## src/rtl/ahb_bus_arbiter.sv

```systemverilog
// ahb_bus_arbiter
//   Round-robin arbiter for the shared AHB bus in front of the AHB-to-APB
//   bridge. It follows the owner's Htrans/Hburst to find transfer and burst
//   boundaries, re-arbitrates only at those boundaries while Hreadyout is high,
//   and parks the bus on DEFAULT_MASTER when nobody requests.
//   Optional feature macro: ARB_LOCK_EN (adds Hlock, enables locked tenures).
// Ports
//   Hclk, Hreset       clock / asynchronous active-high reset
//   Hbusreq            per-master bus request
//   Hlock              per-master lock request (ARB_LOCK_EN only)
//   Htrans, Hburst     muxed transfer type / burst type of the current owner
//   Hreadyout          slave ready; low freezes every piece of arbiter state
//   Hgrant             one-hot grant
//   Hmaster            address-phase owner index
//   Hmaster_data       data-phase owner index (Hmaster delayed one ready edge)
//   Hmastlock          current transfer is locked (constant 0 without ARB_LOCK_EN)
module ahb_bus_arbiter #(
  parameter int unsigned NUM_MASTERS    = 4,
  parameter int unsigned MASTER_W       = 2,
  parameter int unsigned DEFAULT_MASTER = 0
) (
  input  logic                   Hclk,
  input  logic                   Hreset,
  input  logic [NUM_MASTERS-1:0] Hbusreq,
`ifdef ARB_LOCK_EN
  input  logic [NUM_MASTERS-1:0] Hlock,
`endif
  input  logic [1:0]             Htrans,
  input  logic [2:0]             Hburst,
  input  logic                   Hreadyout,
  output logic [NUM_MASTERS-1:0] Hgrant,
  output logic [MASTER_W-1:0]    Hmaster,
  output logic [MASTER_W-1:0]    Hmaster_data,
  output logic                   Hmastlock
);

  typedef enum logic [1:0] {ST_PARK, ST_OWN, ST_BURST} state_e;

  localparam logic [MASTER_W-1:0]    DEF_IDX   = MASTER_W'(DEFAULT_MASTER);
  localparam logic [NUM_MASTERS-1:0] DEF_GRANT = NUM_MASTERS'(1) << DEFAULT_MASTER;

  state_e                 state_q, state_d;
  logic [NUM_MASTERS-1:0] hgrant_q, hgrant_d;
  logic [MASTER_W-1:0]    hmaster_q, hmaster_d;
  logic [MASTER_W-1:0]    hmaster_data_q, hmaster_data_d;
  logic [MASTER_W-1:0]    last_idx_q, last_idx_d;
  logic [4:0]             beats_left_q, beats_left_d;

  logic                   is_idle, is_nonseq, is_seq, fixed_burst, single_burst, incr_burst;
  logic                   owner_req, owner_locked, any_req, boundary, found;
  logic [4:0]             burst_beats_m1;
  logic [NUM_MASTERS-1:0] owner_shift, scan;
  logic [MASTER_W-1:0]    winner;
  int unsigned            idx;

  // Transfer decode and boundary detection
  always_comb begin
    is_idle      = (Htrans == 2'b00);
    is_nonseq    = (Htrans == 2'b10);
    is_seq       = (Htrans == 2'b11);
    single_burst = (Hburst == 3'b000);
    incr_burst   = (Hburst == 3'b001);
    fixed_burst  = |Hburst[2:1];
    case (Hburst[2:1])
      2'b01:   burst_beats_m1 = 5'd3;
      2'b10:   burst_beats_m1 = 5'd7;
      2'b11:   burst_beats_m1 = 5'd15;
      default: burst_beats_m1 = 5'd0;
    endcase
    owner_shift = Hbusreq >> hmaster_q;
    owner_req   = owner_shift[0];
    any_req     = |Hbusreq;
    boundary    = is_idle
               || (is_nonseq && single_burst)
               || (is_seq && fixed_burst && (beats_left_q == 5'd1))
               || ((is_nonseq || is_seq) && incr_burst && !owner_req);
  end

`ifdef ARB_LOCK_EN
  logic [NUM_MASTERS-1:0] lock_shift;
  logic                   hmastlock_q, hmastlock_d;

  always_comb begin
    lock_shift   = Hlock >> hmaster_q;
    owner_locked = lock_shift[0];
    hmastlock_d  = Hreadyout ? owner_locked : hmastlock_q;
  end

  always_ff @(posedge Hclk or posedge Hreset) begin
    if (Hreset) hmastlock_q <= 1'b0;
    else        hmastlock_q <= hmastlock_d;
  end

  assign Hmastlock = hmastlock_q;
`else
  assign owner_locked = 1'b0;
  assign Hmastlock    = 1'b0;
`endif

  // Round-robin scan starting just after the last winner; the last winner is
  // reached only after every other master, so it keeps the bus only when alone.
  always_comb begin
    winner = DEF_IDX;
    found  = 1'b0;
    idx    = 0;
    scan   = '0;
    for (int unsigned k = 1; k <= NUM_MASTERS; k++) begin
      idx  = (32'(last_idx_q) + k) % NUM_MASTERS;
      scan = Hbusreq >> idx;
      if (!found && scan[0]) begin
        winner = MASTER_W'(idx);
        found  = 1'b1;
      end
    end
    if (owner_locked) winner = hmaster_q;
  end

  // Re-arbitration happens only at a boundary: a NONSEQ opening a fixed burst,
  // INCR with the owner still requesting, or BUSY all keep the current owner.
  always_comb begin
    state_d        = state_q;
    hgrant_d       = hgrant_q;
    hmaster_d      = hmaster_q;
    hmaster_data_d = hmaster_data_q;
    last_idx_d     = last_idx_q;
    beats_left_d   = beats_left_q;
    if (Hreadyout) begin
      hmaster_data_d = hmaster_q;
      if (is_nonseq)
        beats_left_d = fixed_burst ? burst_beats_m1 : '0;
      else if (is_seq && (beats_left_q != '0))
        beats_left_d = beats_left_q - 5'd1;

      if (boundary) begin
        hmaster_d  = winner;
        last_idx_d = winner;
        hgrant_d   = NUM_MASTERS'(1) << winner;
        state_d    = any_req ? ST_OWN : ST_PARK;
      end else if (is_nonseq && fixed_burst) begin
        state_d = ST_BURST;
      end else if (state_q != ST_BURST) begin
        state_d = any_req ? ST_OWN : ST_PARK;
      end
    end
  end

  always_ff @(posedge Hclk or posedge Hreset) begin
    if (Hreset) begin
      state_q        <= ST_PARK;
      hgrant_q       <= DEF_GRANT;
      hmaster_q      <= DEF_IDX;
      hmaster_data_q <= DEF_IDX;
      last_idx_q     <= DEF_IDX;
      beats_left_q   <= '0;
    end else begin
      state_q        <= state_d;
      hgrant_q       <= hgrant_d;
      hmaster_q      <= hmaster_d;
      hmaster_data_q <= hmaster_data_d;
      last_idx_q     <= last_idx_d;
      beats_left_q   <= beats_left_d;
    end
  end

  assign Hgrant       = hgrant_q;
  assign Hmaster      = hmaster_q;
  assign Hmaster_data = hmaster_data_q;

endmodule
```

## config.mk

```make
export PLATFORM = sky130hd
export DESIGN_NAME = ahb_bus_arbiter
export DESIGN_NICKNAME = d
export VERILOG_FILES = /design/src/rtl/ahb_bus_arbiter.sv
export SDC_FILE = /design/constraint.sdc
export NUM_CORES = 1
export LEC_CHECK = 0
export ABC_AREA = 1
export BUFFER_PORTS_ARGS = -buffer_cell sky130_fd_sc_hd__buf_2
export CAP_MARGIN = 25
export CORE_ASPECT_RATIO = 0.9
export CORE_MARGIN = 5
export CORE_UTILIZATION = 45
export DETAILED_ROUTE_END_ITERATION = 8
export PLACE_DENSITY = 0.77
export SYNTH_ARGS = -nofsm -noshare
export SYNTH_HDL_FRONTEND = slang
export SYNTH_SLANG_ARGS = --single-unit
```

## constraint.sdc

```tcl
create_clock -name Hclk -period 2.3 [get_ports Hclk]
set_input_delay 0.115 -clock Hclk [delete_from_list [all_inputs] [get_ports Hclk]]
set_output_delay 0.115 -clock Hclk [all_outputs]
set_load 0.005 [all_outputs]
```

---- Yosys cells after proc, flatten, opt, wreduce, memory -nomap -nowiden ----
Index checks and enable logic that the tools add are counted.
operators by class
  $add $sub $neg .......................... 5
  reduce and logical (&&, ||, !) cells .... 24
  multiplexer cells ....................... 11
  eq/ne operators ......................... 7
  shifts and indexed selects .............. 6
operators with widths
  kind                                                                count
  4-bit by 2-bit >> shifter with 1-bit output                         5
  5-bit two-way mux                                                   3
  4-bit case mux with 3 select lines                                  1
  1-bit logical AND                                                   9
  2-bit == test, second input constant                                4
  2-bit two-way mux                                                   4
  5-bit by 1-bit == test with 1-bit output, second input constant     1
  5-bit nonzero test                                                  1
  5-bit by 1-bit subtractor with 5-bit output, second input constant  1
  2-bit by 1-bit adder with 2-bit output, second input constant       2
  2-bit adder, second input constant                                  2
  1-bit logical NOT                                                   4
  1-bit logical OR                                                    4
  2-bit AND reduction                                                 2
  1-bit by 2-bit << shifter with 4-bit output, first input constant   1
  3-bit by 1-bit == test with 1-bit output, second input constant     1
  3-bit logical NOT                                                   1
  1-bit two-way mux                                                   3
  2-bit by 1-bit == test with 1-bit output, second input constant     1
  2-bit logical NOT                                                   1
  2-bit nonzero test                                                  1
  2-bit OR reduction                                                  1
storage, ports and cells
  register bits after elaboration ......... 13
  input port bits ......................... 12
  word-level logic and storage cells ...... 57
  output and inout port bits .............. 9

---- Depth between registers and ports, before layout ----
  word-level depth ........................ 13
  gate-level depth with buffers ........... 12
  depth with buffers taken out ............ 12

---- Least setup slack after synthesis ----
OpenSTA, ideal clock, no wires.
  path type ............................... register to register
  start ................................... register last_idx_q[0]
  end ..................................... register last_idx_q[0]
  data required time ...................... 2.181 ns
  arrival ................................. 1.296 ns
  period minus slack after synthesis ...... 1.415 ns
  stages on the path, launching flop included .. 9
  setup time .............................. 0.119 ns
  path buffers ............................ 1
  setup slack ............................. 0.885 ns
  cells stage by stage .................... dfrtp_1 buf_6 nand2_2 nand3_1 nand2_1 nand2_1 a21boi_4 nand3_1 o21a_1
between the ends
  word-level cells in the longest chain between the ends .. 12
  elaborated cells on any way between the ends .. 26
  classes of those cells .................. 4 x add/sub; 5 x shift; 7 x mux; 10 x reduce/logical
ends and longest elaborated chain
  item                                         line  source
  start, declared                              46    logic [MASTER_W-1:0] last_idx_q, last_idx_d;
  start signal, assigned                       160   last_idx_q <= last_idx_d;
  2-bit by 1-bit adder with 2-bit output       108   idx = (32'(last_idx_q) + k) % NUM_MASTERS;
  4-bit by 2-bit >> shifter with 1-bit output  109   scan = Hbusreq >> idx;
  1-bit two-way mux                            110   if (!found && scan[0]) begin
  1-bit logical NOT                            110
  1-bit logical AND                            110
  1-bit two-way mux                            110
  1-bit logical NOT                            110
  1-bit logical AND                            110
  1-bit two-way mux                            110
  1-bit logical NOT                            110
  1-bit logical AND                            110
  2-bit two-way mux                            110
Parallel ways exist; a longest one is shown, timed or not.
A chain may end at the register's enable or synchronous reset.

---- Worst setup path after layout ----
Same ends and word-level chain as after synthesis.

==> metrics.md <==
| Metric | Value |
|---|---|
| End point of the critical path | `last_idx_q[0]$_DFFE_PP0P_` |
| Core area | `2122 sq um` |
| Antenna diodes | `0` |
| Design Power | `1.388 mW` |
| First-pass GRT wire length | `3.629 mm` |
| Outcome | `completed` |
| Post-synthesis simple-gate area fraction | `0.3924` |
| Area Overhead vs Synth | `14.90%` |
| Seq/Total Area, Yosys | `0.3325` |
| Layout Skew | `0.0004368 ns` |
| Period utilization | `0.7521` |
| Synth Net Count | `154` |
| Synthesized flop and latch total | `13` |
| Fin. max-slew vios | `0` |
| Initial Util | `0.4629` |
| Vias per std cell | `4.958` |
| Unrepaired setup endpoints after global routing | `false` |
| Crit path time final | `1.730 ns` |
| Maxcap violations | `0` |
| Row cnt | `16` |
| Final design utilization | `0.5318` |
| Clk buf depth | `2` |
| Mux contribution to synthesized area | `0` |
| Routed wire length | `2.034 mm` |
| Post-synth EDFFs | `0` |
| CTS Buf Count | `3` |
| Endpoints failing hold | `0` |
| Max IR drop VDD | `0.6149 mV` |
| IO Count | `21` |
| Reg2reg start | `last_idx_q[0]$_DFFE_PP0P_` |
| CP Launch Point | `last_idx_q[0]$_DFFE_PP0P_` |
| Cells after Synth | `140` |
| Largest cells by area after synthesis | `dfrtp_1 (31%), nand2_1 (14%), nand3_1 (7.6%)` |
| Die height | `54.32 um` |
| Synth async-reset ratio | `1.000` |
| Remaining DRCs | `0` |
| Top cell type's share of synthesized area | `0.3057` |
| Area of the mapped netlist | `982.2 sq um` |
| Warnings, synthesis | `0` |
| R2r endpoint | `last_idx_q[0]$_DFFE_PP0P_` |
| Leakage | `0.6054 nW` |
| Worst path cell trace | `inv_2, nand2_2, nand3_1, nand2_1, nand2_1, a21boi_4, nand3_1, o21a_1` |
| Area leader, netlist | `dfrtp_1` |
| Hold slack | `0.08866 ns` |
| Arrival time worst endpoint | `1.90 ns` |
| CTS H-tree depth | `1` |
| Synthesized area per cell | `7.016 sq um` |
| Synth Area in XOR/XNOR | `0.008917` |
| Count of cell types in the netlist | `29` |
| Most frequent cell after synthesis | `nand2_1` |
| Post-Synth Adder-Cell Area | `0.02548` |
| Hpwl dp | `1.608 mm` |
| Initial antenna violation count | `0` |
| Number of port buffers | `19` |
| Final setup viols | `0` |
| Initial DRC count | `37` |
| Slowest cell on crit path | `dfrtp_1` |
| Setup tns final | `0 ns` |
| Power Dens Cells | `1230 nW/um^2` |
| Worst-Skew Late Latency | `0.27 ns` |
| Fmax | `0.5781 GHz` |
| Reg2reg setup slack | `0.57 ns` |
| Worst-path clk slew | `0.08 ns` |
| Req. time, crit path | `2.47 ns` |
| Most frequent cells after synthesis | `nand2_1 (36), inv_1 (18), nand3_1 (15)` |
| Total congestion overflow | `0` |
| Layout cells sized above 1 | `0.2531` |
| Wire length per cell | `10.76 um` |
| Hold WC Path Type | `input pin to register` |
| Worst Reg-to-Reg Cells | `8` |
| Largest family of logic cells by synthesized area | `simple AND/OR/NAND/NOR gates` |
| # Post-CTS Setup Buffers | `0` |
| Clk sink count | `13` |
| Drt first pass iters | `4` |
| Critical Path Fanout Max | `12` |
| Slew HR | `0.6653` |
| Resize count post-CTS | `0` |
| Vias in the first global route | `874` |
| Die ar. | `3218 sq um` |
| Critical path endpoint category | `register` |
| Worst setup path category | `register to register` |
| CTS root buf | `clkbuf_4` |
| Largest net degree at the start of global routing | `14` |
| Worst slew pin tran | `0.5015 ns` |
| Post-synthesis compound-gate area fraction | `0.1376` |
| Top_reg_cell synth | `dfrtp_1` |
| Final nets | `177` |
| Gpl congestion | `0.8296` |
| Crit start category | `register` |
| CTS tree | `built` |
| CP peak stage delay | `0.57 ns` |
| All-layer global routing usage | `0.1485` |
| Routed vias | `937` |
| Die width | `59.25 um` |
| Routed Antenna Nets | `0` |
cell type report:
class,count,area [sq um]
repair buffers,20,105.1
flip-flops and latches,13,326.6
clock buffers,4,26.28
well taps,27,33.78
fillers,196,993.5
multi-input cells,104,558.0
inverters,21,78.83
registers in the layout, indices dropped and copies added (netlist names):
name,cells
Hgrant,4
Hmaster_data,2
beats_left_q,5
last_idx_q,2
critical path, delay by kind of cell (launching register included):
| kind | cells | cell delay [ns] |
|---|---|---|
| buffers and inverters | 1 | 0.16 |
| AND/OR/NAND/NOR | 5 | 0.50 |
| AO/OA/AOI/OAI | 2 | 0.38 |
| flip-flops | 1 | 0.57 |
routing by layer:
metal,global-route usage,vias to the layer above,part of all wire
met5,0,-,0
met4,0.03774,0,0.0049
met3,0.04481,2,0.047
met2,0.2509,16,0.48
met1,0.1848,427,0.47
li1,-,492,-
cell families (layout without fill, tap and decap cells):
logic type,after synthesis,count (layout)
simple gates,79,79
buf+inv,23,45
compound gates,21,21
flops,13,13
fa+ha+maj,2,2
other cells,1,1
xor+xnor,1,1
through the flow:
step | area [sq um] | cells | worst slack, ns
final | 1129 | 189 | 0.5702
after global routing | 1129 | 189 | 0.3650
after CTS | 1129 | 189 | 0.5745
after detailed placement | 1092 | 184 | 0.5873
after global placement | 1092 | 184 | 0.6771
after floorplan | 982.2 | 140 | 0.8854
where the power goes:
group / internal (mW) / switching [mW] / leakage (nW)
sequential: 0.325 / 0.0918 / 0.159
clock: 0.0673 / 0.0735 / 0.0150
combinational: 0.313 / 0.518 / 0.432
total: 0.705 / 0.683 / 0.605
how the worst min path moves through the flow:
stage,start,to,cells after the start
6_report,Hreadyout,Hmaster_data[1]$_DFFE_PP0P_,2
5_1_grt,Hreadyout,Hmaster_data[0]$_DFFE_PP0P_,2
4_1_cts,Hreadyout,Hmaster_data[1]$_DFFE_PP0P_,2
3_5_place_dp,Hreset,beats_left_q[3]$_DFFE_PP0P_,2
3_3_place_gp,Hreset,Hgrant[1]$_DFFE_PP0P_,2
2_1_floorplan,Hreset,Hgrant[1]$_DFFE_PP0P_,1
repair_timing:
action                     in CTS  in global routing
setup endpoints to repair       0                  0
hold endpoints to repair       12                  0
hold buffers                    1                  0
cell usage in the layout (no fill, tap or decap), types with 2 or more instances in the layout:
master	instances
inv_1	18
nand2_1	36
nand4_1	4
dfrtp_1	12
nand2_4	3
nor2_1	9
a21oi_1	4
inv_2	2
buf_2	19
nand3_1	15
ha_1	2
clkbuf_4	3
o21ai_1	2
o21ai_0	8
nand2_2	9
No activity file was read; power rests on OpenSTA's default activity.
